## src/rtl/mips_mc_pkg.sv

```systemverilog
// Shared types and encodings for the multi-cycle MIPS controller.
// Build option MIPS_MC_CTRL_PERF_EN (see top level) does not affect this package.
package mips_mc_pkg;

    typedef enum logic [3:0] {
        S_FETCH    = 4'd0,
        S_DECODE   = 4'd1,
        S_MEM_ADDR = 4'd2,
        S_MEM_RD   = 4'd3,
        S_MEM_WB   = 4'd4,
        S_MEM_WR   = 4'd5,
        S_R_EXEC   = 4'd6,
        S_R_WB     = 4'd7,
        S_I_EXEC   = 4'd8,
        S_I_WB     = 4'd9,
        S_BRANCH   = 4'd10,
        S_JUMP     = 4'd11,
        S_JR       = 4'd12
    } state_t;

    localparam logic [5:0] OP_RTYPE  = 6'h00;
    localparam logic [5:0] OP_REGIMM = 6'h01;
    localparam logic [5:0] OP_J      = 6'h02;
    localparam logic [5:0] OP_JAL    = 6'h03;
    localparam logic [5:0] OP_BEQ    = 6'h04;
    localparam logic [5:0] OP_BNE    = 6'h05;
    localparam logic [5:0] OP_BLEZ   = 6'h06;
    localparam logic [5:0] OP_ADDI   = 6'h08;
    localparam logic [5:0] OP_SLTIU  = 6'h0B;
    localparam logic [5:0] OP_ORI    = 6'h0D;
    localparam logic [5:0] OP_LUI    = 6'h0F;
    localparam logic [5:0] OP_LW     = 6'h23;
    localparam logic [5:0] OP_SW     = 6'h2B;

    localparam logic [5:0] FN_NOP = 6'h00;
    localparam logic [5:0] FN_JR  = 6'h08;

    localparam logic [2:0] ALU_ADD   = 3'b000;
    localparam logic [2:0] ALU_SUB   = 3'b001;
    localparam logic [2:0] ALU_FUNCT = 3'b010;
    localparam logic [2:0] ALU_ADDI  = 3'b101;
    localparam logic [2:0] ALU_ORI   = 3'b110;
    localparam logic [2:0] ALU_SLTIU = 3'b111;

    localparam logic [2:0] BR_BEQ  = 3'b000;
    localparam logic [2:0] BR_BLE  = 3'b001;
    localparam logic [2:0] BR_BNE  = 3'b010;
    localparam logic [2:0] BR_BLTZ = 3'b011;

    localparam logic [1:0] PC_SRC_ALU    = 2'b00;
    localparam logic [1:0] PC_SRC_ALUOUT = 2'b01;
    localparam logic [1:0] PC_SRC_JUMP   = 2'b10;
    localparam logic [1:0] PC_SRC_RS     = 2'b11;

    localparam logic [1:0] SRCB_RT     = 2'b00;
    localparam logic [1:0] SRCB_FOUR   = 2'b01;
    localparam logic [1:0] SRCB_IMM    = 2'b10;
    localparam logic [1:0] SRCB_IMM_SH = 2'b11;

    localparam logic [1:0] DST_RT = 2'b00;
    localparam logic [1:0] DST_RD = 2'b01;
    localparam logic [1:0] DST_RA = 2'b10;

    localparam logic [1:0] WB_ALUOUT = 2'b00;
    localparam logic [1:0] WB_MDR    = 2'b01;
    localparam logic [1:0] WB_PC     = 2'b11;

    typedef struct packed {
        logic       pc_write;
        logic       pc_write_cond;
        logic [2:0] branch_type;
        logic [1:0] pc_src;
        logic       iord;
        logic       mem_read;
        logic       mem_write;
        logic       ir_write;
        logic       alu_src_a;
        logic [1:0] alu_src_b;
        logic [2:0] alu_op;
        logic [1:0] reg_dst;
        logic [1:0] mem_to_reg;
        logic       reg_write;
        logic       illegal;
    } ctrl_t;

    function automatic logic [2:0] branch_type_of(input logic [5:0] op);
        case (op)
            OP_BEQ:    return BR_BEQ;
            OP_BLEZ:   return BR_BLE;
            OP_BNE:    return BR_BNE;
            OP_REGIMM: return BR_BLTZ;
            default:   return BR_BEQ;
        endcase
    endfunction

    function automatic logic op_legal(input logic [5:0] op);
        case (op)
            OP_RTYPE, OP_REGIMM, OP_J, OP_JAL, OP_BEQ, OP_BNE, OP_BLEZ,
            OP_ADDI, OP_SLTIU, OP_ORI, OP_LUI, OP_LW, OP_SW: return 1'b1;
            default: return 1'b0;
        endcase
    endfunction

endpackage

```

## src/rtl/mips_mc_ctrl_out.sv

```systemverilog
// Combinational decode of the controller state (plus opcode and memory
// handshake) into datapath enables and selects; everything is 0 under reset.
module mips_mc_ctrl_out
    import mips_mc_pkg::*;
(
    input  logic       rst,
    input  state_t     state,
    input  logic [5:0] op,
    input  logic       mem_ready,
    output ctrl_t      ctrl
);

    // Per-state output map
    always_comb begin
        ctrl = '0;
        if (rst) begin
            ctrl = '0;
        end else begin
            case (state)
                S_FETCH: begin
                    ctrl.mem_read  = 1'b1;
                    ctrl.alu_src_b = SRCB_FOUR;
                    ctrl.alu_op    = ALU_ADD;
                    ctrl.pc_src    = PC_SRC_ALU;
                    if (mem_ready) begin
                        ctrl.ir_write = 1'b1;
                        ctrl.pc_write = 1'b1;
                    end else begin
                        ctrl.ir_write = 1'b0;
                        ctrl.pc_write = 1'b0;
                    end
                end
                S_DECODE: begin
                    ctrl.alu_src_b = SRCB_IMM_SH;
                    ctrl.alu_op    = ALU_ADD;
                    ctrl.illegal   = ~op_legal(op);
                end
                S_R_EXEC: begin
                    ctrl.alu_src_a = 1'b1;
                    ctrl.alu_src_b = SRCB_RT;
                    ctrl.alu_op    = ALU_FUNCT;
                end
                S_R_WB: begin
                    ctrl.reg_dst    = DST_RD;
                    ctrl.mem_to_reg = WB_ALUOUT;
                    ctrl.reg_write  = 1'b1;
                end
                S_I_EXEC: begin
                    ctrl.alu_src_a = 1'b1;
                    ctrl.alu_src_b = SRCB_IMM;
                    case (op)
                        OP_ADDI, OP_LUI: ctrl.alu_op = ALU_ADDI;
                        OP_SLTIU:        ctrl.alu_op = ALU_SLTIU;
                        OP_ORI:          ctrl.alu_op = ALU_ORI;
                        default:         ctrl.alu_op = ALU_ADD;
                    endcase
                end
                S_I_WB: begin
                    ctrl.reg_dst    = DST_RT;
                    ctrl.mem_to_reg = WB_ALUOUT;
                    ctrl.reg_write  = 1'b1;
                end
                S_MEM_ADDR: begin
                    ctrl.alu_src_a = 1'b1;
                    ctrl.alu_src_b = SRCB_IMM;
                    ctrl.alu_op    = ALU_ADD;
                end
                S_MEM_RD: begin
                    ctrl.iord     = 1'b1;
                    ctrl.mem_read = 1'b1;
                end
                S_MEM_WB: begin
                    ctrl.reg_dst    = DST_RT;
                    ctrl.mem_to_reg = WB_MDR;
                    ctrl.reg_write  = 1'b1;
                end
                S_MEM_WR: begin
                    ctrl.iord      = 1'b1;
                    ctrl.mem_write = 1'b1;
                end
                S_BRANCH: begin
                    ctrl.alu_src_a     = 1'b1;
                    ctrl.alu_src_b     = SRCB_RT;
                    ctrl.alu_op        = ALU_SUB;
                    ctrl.pc_src        = PC_SRC_ALUOUT;
                    ctrl.pc_write_cond = 1'b1;
                    ctrl.branch_type   = branch_type_of(op);
                end
                S_JUMP: begin
                    ctrl.pc_src   = PC_SRC_JUMP;
                    ctrl.pc_write = 1'b1;
                    if (op == OP_JAL) begin
                        ctrl.reg_dst    = DST_RA;
                        ctrl.mem_to_reg = WB_PC;
                        ctrl.reg_write  = 1'b1;
                    end else begin
                        ctrl.reg_write  = 1'b0;
                    end
                end
                S_JR: begin
                    ctrl.pc_src   = PC_SRC_RS;
                    ctrl.pc_write = 1'b1;
                end
                default: ctrl = '0;
            endcase
        end
    end

endmodule

```

## src/rtl/mips_multicycle_ctrl.sv

```systemverilog
// Multi-cycle MIPS control FSM: state register, next-state logic and optional
// perf counters (build option MIPS_MC_CTRL_PERF_EN).
module mips_multicycle_ctrl
    import mips_mc_pkg::*;
(
    input  logic        clk_i,
    input  logic        rst_i,
    input  logic [5:0]  instr_op_i,
    input  logic [5:0]  funct_i,
    input  logic        mem_ready_i,
    output logic        pc_write_o,
    output logic        pc_write_cond_o,
    output logic [2:0]  branch_type_o,
    output logic [1:0]  pc_src_o,
    output logic        iord_o,
    output logic        mem_read_o,
    output logic        mem_write_o,
    output logic        ir_write_o,
    output logic        alu_src_a_o,
    output logic [1:0]  alu_src_b_o,
    output logic [2:0]  alu_op_o,
    output logic [1:0]  reg_dst_o,
    output logic [1:0]  mem_to_reg_o,
    output logic        reg_write_o,
    output logic        illegal_o,
`ifdef MIPS_MC_CTRL_PERF_EN
    output logic [31:0] cycle_cnt_o,
    output logic [31:0] instr_cnt_o,
`endif
    output logic [3:0]  state_o
);

    state_t state_r;
    state_t next_state_s;
    ctrl_t  ctrl_s;

    // Next-state sequencing; IR fields are valid from DECODE onward
    always_comb begin
        next_state_s = state_r;
        case (state_r)
            S_FETCH: begin
                if (mem_ready_i) begin
                    next_state_s = S_DECODE;
                end else begin
                    next_state_s = S_FETCH;
                end
            end
            S_DECODE: begin
                case (instr_op_i)
                    OP_RTYPE: begin
                        if (funct_i == FN_NOP) begin
                            next_state_s = S_FETCH;
                        end else if (funct_i == FN_JR) begin
                            next_state_s = S_JR;
                        end else begin
                            next_state_s = S_R_EXEC;
                        end
                    end
                    OP_BEQ, OP_BNE, OP_BLEZ, OP_REGIMM:  next_state_s = S_BRANCH;
                    OP_ADDI, OP_SLTIU, OP_ORI, OP_LUI:   next_state_s = S_I_EXEC;
                    OP_LW, OP_SW:                        next_state_s = S_MEM_ADDR;
                    OP_J, OP_JAL:                        next_state_s = S_JUMP;
                    default:                             next_state_s = S_FETCH;
                endcase
            end
            S_MEM_ADDR: begin
                if (instr_op_i == OP_SW) begin
                    next_state_s = S_MEM_WR;
                end else begin
                    next_state_s = S_MEM_RD;
                end
            end
            S_MEM_RD: begin
                if (mem_ready_i) begin
                    next_state_s = S_MEM_WB;
                end else begin
                    next_state_s = S_MEM_RD;
                end
            end
            S_MEM_WR: begin
                if (mem_ready_i) begin
                    next_state_s = S_FETCH;
                end else begin
                    next_state_s = S_MEM_WR;
                end
            end
            S_R_EXEC: next_state_s = S_R_WB;
            S_I_EXEC: next_state_s = S_I_WB;
            S_MEM_WB, S_R_WB, S_I_WB, S_BRANCH, S_JUMP, S_JR: next_state_s = S_FETCH;
            default:  next_state_s = S_FETCH;
        endcase
    end

    // State register; reset abandons any in-flight access
    always_ff @(posedge clk_i) begin
        if (rst_i) begin
            state_r <= S_FETCH;
        end else begin
            state_r <= next_state_s;
        end
    end

    mips_mc_ctrl_out u_ctrl_out (
        .rst       (rst_i),
        .state     (state_r),
        .op        (instr_op_i),
        .mem_ready (mem_ready_i),
        .ctrl      (ctrl_s)
    );

    assign pc_write_o      = ctrl_s.pc_write;
    assign pc_write_cond_o = ctrl_s.pc_write_cond;
    assign branch_type_o   = ctrl_s.branch_type;
    assign pc_src_o        = ctrl_s.pc_src;
    assign iord_o          = ctrl_s.iord;
    assign mem_read_o      = ctrl_s.mem_read;
    assign mem_write_o     = ctrl_s.mem_write;
    assign ir_write_o      = ctrl_s.ir_write;
    assign alu_src_a_o     = ctrl_s.alu_src_a;
    assign alu_src_b_o     = ctrl_s.alu_src_b;
    assign alu_op_o        = ctrl_s.alu_op;
    assign reg_dst_o       = ctrl_s.reg_dst;
    assign mem_to_reg_o    = ctrl_s.mem_to_reg;
    assign reg_write_o     = ctrl_s.reg_write;
    assign illegal_o       = ctrl_s.illegal;
    assign state_o         = state_r;

`ifdef MIPS_MC_CTRL_PERF_EN
    logic [31:0] cycle_cnt_r;
    logic [31:0] instr_cnt_r;

    // Free-running cycle count and retired-instruction count (entries into FETCH)
    always_ff @(posedge clk_i) begin
        if (rst_i) begin
            cycle_cnt_r <= 32'd0;
            instr_cnt_r <= 32'd0;
        end else begin
            cycle_cnt_r <= cycle_cnt_r + 32'd1;
            if ((next_state_s == S_FETCH) && (state_r != S_FETCH)) begin
                instr_cnt_r <= instr_cnt_r + 32'd1;
            end else begin
                instr_cnt_r <= instr_cnt_r;
            end
        end
    end

    assign cycle_cnt_o = cycle_cnt_r;
    assign instr_cnt_o = instr_cnt_r;
`endif

endmodule

```

## config.mk

```make
export PLATFORM = sky130hd
export DESIGN_NAME = mips_multicycle_ctrl
export DESIGN_NICKNAME = d
export VERILOG_FILES = /design/src/rtl/mips_mc_pkg.sv /design/src/rtl/mips_mc_ctrl_out.sv /design/src/rtl/mips_multicycle_ctrl.sv
export SDC_FILE = /design/constraint.sdc
export NUM_CORES = 1
export LEC_CHECK = 0
export ABC_AREA = 1
export BUFFER_PORTS_ARGS = -buffer_cell sky130_fd_sc_hd__buf_2
export CORE_MARGIN = 10
export CORE_UTILIZATION = 48
export CTS_BUF_LIST = sky130_fd_sc_hd__clkbuf_8
export CTS_CLUSTER_SIZE = 20
export DETAILED_ROUTE_END_ITERATION = 16
export PLACE_DENSITY = 0.86
export SETUP_SLACK_MARGIN = 0.1
export SLEW_MARGIN = 0
export SYNTH_ARGS = -nofsm -noshare
export SYNTH_HDL_FRONTEND = slang
export SYNTH_HIERARCHICAL = 1
export SYNTH_SLANG_ARGS = --single-unit
export TNS_END_PERCENT = 1
```

## constraint.sdc

```tcl
create_clock -name clk_i -period 1.4 [get_ports clk_i]
set_clock_uncertainty 0.05 [all_clocks]
set_input_delay 0.14 -clock clk_i [delete_from_list [all_inputs] [get_ports clk_i]]
set_output_delay 0.14 -clock clk_i [all_outputs]
set_load 0.05 [all_outputs]
```

Word-level counts from Yosys, hierarchy flattened
Memories as Yosys holds them, arrays and structs flattened. Index checks and enable logic that the tools add are counted.

Eq/ne operators: 25. Mux-type cells: 27. Bitwise gates (word level): 1. Reduce and logical (&&, ||, !) cells: 12.

Operators by type and width (count): 6-bit by 4-bit == test with 1-bit output, second input constant (5); 5-bit case mux with 6 select lines (1); 4-bit case mux with 7 select lines (1); 23-bit two-way mux (1); 4-bit == test, second input constant (5); 4-bit case mux with 5 select lines (1); 5-bit case mux with 4 select lines (1); 6-bit by 3-bit == test with 1-bit output, second input constant (3); 4-bit by 3-bit == test with 1-bit output, second input constant (4); 4-bit two-way mux (4); 6-bit by 2-bit == test with 1-bit output, second input constant (2); 6-bit == test, second input constant (2); 6-bit logical NOT (2); 2-bit case mux with 3 select lines (2); 2-bit OR reduction (6); 4-bit OR reduction (3); 1-bit two-way mux (11); 3-bit two-way mux (3); 3-bit case mux with 3 select lines (1); 4-bit by 2-bit == test with 1-bit output, second input constant (2); 6-bit by 1-bit == test with 1-bit output, second input constant (1); 4-bit by 1-bit == test with 1-bit output, second input constant (1); 4-bit logical NOT (1); 1-bit case mux with 2 select lines (1); 1-bit NOT (1).

Bits of input ports: 15. Register bits: 4. Bits in read-only memories: 64. Output and inout bits: 27. Logic and storage cells: 67. Memories kept: 1.

Memory list: (no name shown) (depth 64, width 1, rd ports 1, clocked after memory_dff 0, wr ports 0, RTL line mips_mc_pkg.sv:97) `case (op)`.

Depth between registers and ports, before layout
Word-level depth: 6. Depth in mapped cells: 8. Mapped depth without buffers: 8.

Cells and area by module
The synthesis kept the hierarchy.

Modules (own cells, without submodules): mips_mc_ctrl_out (area an instance 480.5 sq um, sequential area each 0.0 sq um, times used 1, cells each 95); mips_multicycle_ctrl (area an instance 392.9 sq um, sequential area each 80.1 sq um, times used 1, cells each 74).

Worst setup path before layout
Ideal clock, no wire load.

Kind: register -> output. From: register state_r[3] (netlist: state_o[3]). To: output port illegal_o. Arrival time: 2.349 ns. Path buffers: 0. Setup slack: -1.139 ns. Required time: 1.210 ns. Stages on the path, launching flop included: 6. Cells stage by stage: dfxtp_1 > inv_2 > nand3_2 > nor2_1 > o21ai_1 > nor2_1.

Cells in the longest elaborated chain, start to end: 3.

Ends and longest elaborated chain: from (decl) (RTL line mips_multicycle_ctrl.sv:33) `state_t state_r;`; from (signal assigned) (RTL line mips_multicycle_ctrl.sv:99) `state_r <= next_state_s;`; 4-bit by 1-bit == test with 1-bit output (RTL line mips_mc_ctrl_out.sv:19) `case (state)`; 1-bit two-way mux (RTL line mips_mc_ctrl_out.sv:19); 23-bit two-way mux (RTL line mips_mc_ctrl_out.sv:16) `if (rst) begin`; to (decl) (RTL line mips_multicycle_ctrl.sv:25) `output logic illegal_o,`.

Every way passes these cells.

Worst setup path in the final report
From: input port instr_op_i[2]. To: output port alu_op_o[0].

Cells in the longest elaborated chain, start to end: 5. Elaborated cells between the ends (all ways): 8. Classes of those cells: eq/ne (4); mux (3); reduce/logical (1).

Ends and longest elaborated chain: from (decl) (RTL line mips_multicycle_ctrl.sv:8) `input logic [5:0] instr_op_i,`; 6-bit by 4-bit == test with 1-bit output (RTL line mips_mc_ctrl_out.sv:51) `case (op)`; 2-bit OR reduction (RTL line mips_mc_ctrl_out.sv:51); 3-bit case mux with 3 select lines * (RTL line mips_mc_ctrl_out.sv:51); 5-bit case mux with 6 select lines * (RTL line mips_mc_ctrl_out.sv:19); 23-bit two-way mux * (RTL line mips_mc_ctrl_out.sv:16); to (decl) (RTL line mips_multicycle_ctrl.sv:21) `output logic [2:0] alu_op_o,`.

Every way passes the cells marked *; elsewhere a longest branch is shown, timed or not.

==> results.json <==
{
  "dp_hpwl_mm": 2.57,
  "vias": 1617,
  "finalNonFillerCells": 252,
  "synthMuxAreaShare": 0,
  "num_antenna_cells": 0,
  "first_pass_iters": 7,
  "final_common_cell": "nand2_1",
  "yosys.area_share.simple": 0.543,
  "timing.rr.start": "state_o[3]",
  "ant_nets": 0,
  "syn_nets": 188,
  "min_period_over_period": 1.20,
  "grt-ovfl-total": 0,
  "place_congestion": 0.901,
  "cts.clk_slew.worst_paths_ns": 0.03,
  "r2r_slack_ns": -0.05,
  "crit_chain": "buf_2, inv_1, nand2_1, nand2_1, nand3_1, nand2_1, nand2_1, nor2_2, buf_6",
  "hold-path-endpoint": "state_o[3]",
  "worst-setup-path-type": "input pin to output pin",
  "ys_types": 25,
  "slowest_delay_ns": 0.19,
  "path_max_fanout": 10,
  "max-vdd-ir-drop_mv": 0.497,
  "finalPower_mw": 0.809,
  "cp.required_ns": 1.21,
  "critical_path.most_common_cell": "nand2_1",
  "grt_pass1_vias": 1470,
  "slew_viol_final": 0,
  "wl_per_cell_um": 21.5,
  "fp.coreArea_um2": 1730,
  "hold_viol": 0,
  "place_inst": 248,
  "drv_cap": 0,
  "crit_arrival_ns": 1.49,
  "numCtsBuffers": 3,
  "path_buf_inv": 3,
  "clock_latency_ns": 0.22,
  "cp_top_family": "simple AND/OR/NAND/NOR gates",
  "use_met2": 0.377,
  "ys_warn_count": 6,
  "ios": 42,
  "powerDensity_nw_per_um2": 503,
  "min_path_type": "input pin to flop",
  "use_met3": 0.0358,
  "synth_seq_area_share": 0.0917,
  "nNetsFinal": 248,
  "cts_tree": "done",
  "cts_buffer_depth": 2,
  "grt_max_degree": 11,
  "synth_xor_area_frac": 0,
  "status": "complete, but fails checks",
  "r2r_cells": 6,
  "min_from": "rst_i",
  "final_cell_mix": "26 x nand2_1, 24 x inv_1, 21 x nor2_1, 21 x nand3_1, 18 x buf_2",
  "grt_pass1_wl_mm": 7.09,
  "drive_gt1_frac": 0.485,
  "largest_reg_flops": 4,
  "hold_buffers": 0,
  "fmax_mhz": 595,
  "holdPathStages": 3,
  "min_period_ns": 1.68,
  "synth_top_family_by_area": "simple AND/OR/NAND/NOR gates",
  "setup_viol": 23,
  "synth_compound_area_frac": 0.149,
  "reg2reg_to": "state_o[0]",
  "drt_iter0_markers": 232,
  "routed_wl_mm": 5.41,
  "clockRootBuffer": "clkbuf_8",
  "syn_area_per_cell_um2": 5.17,
  "leakagePower_nw": 0.788,
  "cp-end-kind": "output pin",
  "grt_busiest_layer": "met2",
  "via_per_inst": 6.42,
  "htree_levels": 1,
  "initial_core_util": 0.506,
  "timing.final.ws_setup_ns": -0.280,
  "grt_antenna_before_repair": 0,
  "synth-adder-area-share": 0.0573,
  "drc_errors": 0,
  "slowest_stage": "inv_1",
  "die_w_um": 62.7,
  "rsz0062_at_grt": "yes",
  "track_usage": 0.212,
  "synth_cells": 169,
  "clock_sinks": 4,
  "dieArea_um2": 3930,
  "ys_ff_latch": 4,
  "grtUsageMet1": 0.219,
  "violations": "setup timing",
  "die_y_um": 62.7,
  "io_buffer_count": 40,
  "rows": 15,
  "syn_area_um2": 873,
  "start_kind": "input pin",
  "area_growth_syn_to_layout_pct": 84.2
}
worst reg2reg max path, delay by kind of cell (launching register included):
family,cells,cell delay (ns)
buffers and inverters,1,0.16
AND/OR/NAND/NOR,3,0.55
flip-flops,1,0.38
AO/OA/AOI/OAI,2,0.24
power breakdown:
part	switching [mW]	total, mW	internal, mW
clock network	0.0626	0.246	0.184
logic	0.287	0.433	0.146
registers	0.0134	0.129	0.116
total	0.363	0.809	0.446
logic make-up after synthesis:
kind of cell    count (synthesis)
buf+inv                        34
flops                           4
simple gates                  103
other cells                     1
compound gates                 23
fa+ha+maj                       4
repair_timing:
| item | 4_1_cts | 5_1_grt |
|---|---|---|
| gates resized for setup | 54 | 16 |
| gates cloned | 0 | 0 |
| setup buffers | 0 | 1 |
| pin swaps | 3 | 9 |
| endpoints found under the setup margin | 23 | 26 |
final cells by class:
class	instances	area, µm²
Sequential cell	4	95.1
Timing Repair Buffer	57	492
Fill cell	67	118
Multi-Input combinational cell	131	818
Tap cell	25	31.3
Clock buffer	3	41.3
Inverter	32	131
worst max-delay path by stage:
stage	end	from	slack (ns)	cells past startpoint
2_1_floorplan	illegal_o	state_o[2]	-0.16	5
5_1_grt	reg_write_o	state_o[1]	-0.24	6
4_1_cts	alu_src_b_o[1]	state_o[0]	-0.10	6
3_5_place_dp	alu_op_o[1]	instr_op_i[0]	-0.08	9
6_report	alu_op_o[0]	instr_op_i[2]	-0.28	9
3_3_place_gp	alu_op_o[1]	instr_op_i[0]	-0.007	9
synthesized netlist by cell type, drive strengths merged:
master | number | share of area
nor3 | 3 | 0.029
dfxtp | 4 | 0.092
o211ai | 1 | 0.0086
nand4 | 6 | 0.043
buf | 2 | 0.017
inv | 32 | 0.14
o21ai | 9 | 0.052
nor2 | 36 | 0.17
a211oi | 1 | 0.014
ha | 4 | 0.057
a21oi | 11 | 0.067
nand2 | 34 | 0.16
nand3 | 23 | 0.14
or2 | 1 | 0.0072
conb | 1 | 0.0043
o22ai | 1 | 0.0072
metal layers:
metal,wire (µm),vias to the layer above
met5,0,-
met4,461,0
met3,681,60
met2,2500,178
met1,1770,719
li1,-,660
through the flow:
| step | util | hold WS (ns) | cell area (µm²) | setup WS [ns] | TNS (ns) |
|---|---|---|---|---|---|
| after floorplan | - | 0.149 | 1000 | -0.157 | -1.21 |
| after global placement | 0.770 | 0.462 | 1330 | -0.00661 | -0.00661 |
| after detailed placement | 0.770 | 0.469 | 1330 | -0.0817 | -0.143 |
| after CTS | 0.897 | 0.254 | 1550 | -0.101 | -0.824 |
| after global routing | 0.932 | 0.301 | 1610 | -0.240 | -3.45 |
| final | 0.932 | 0.289 | 1610 | -0.280 | -2.84 |
Power figures use the tool's default switching activity.
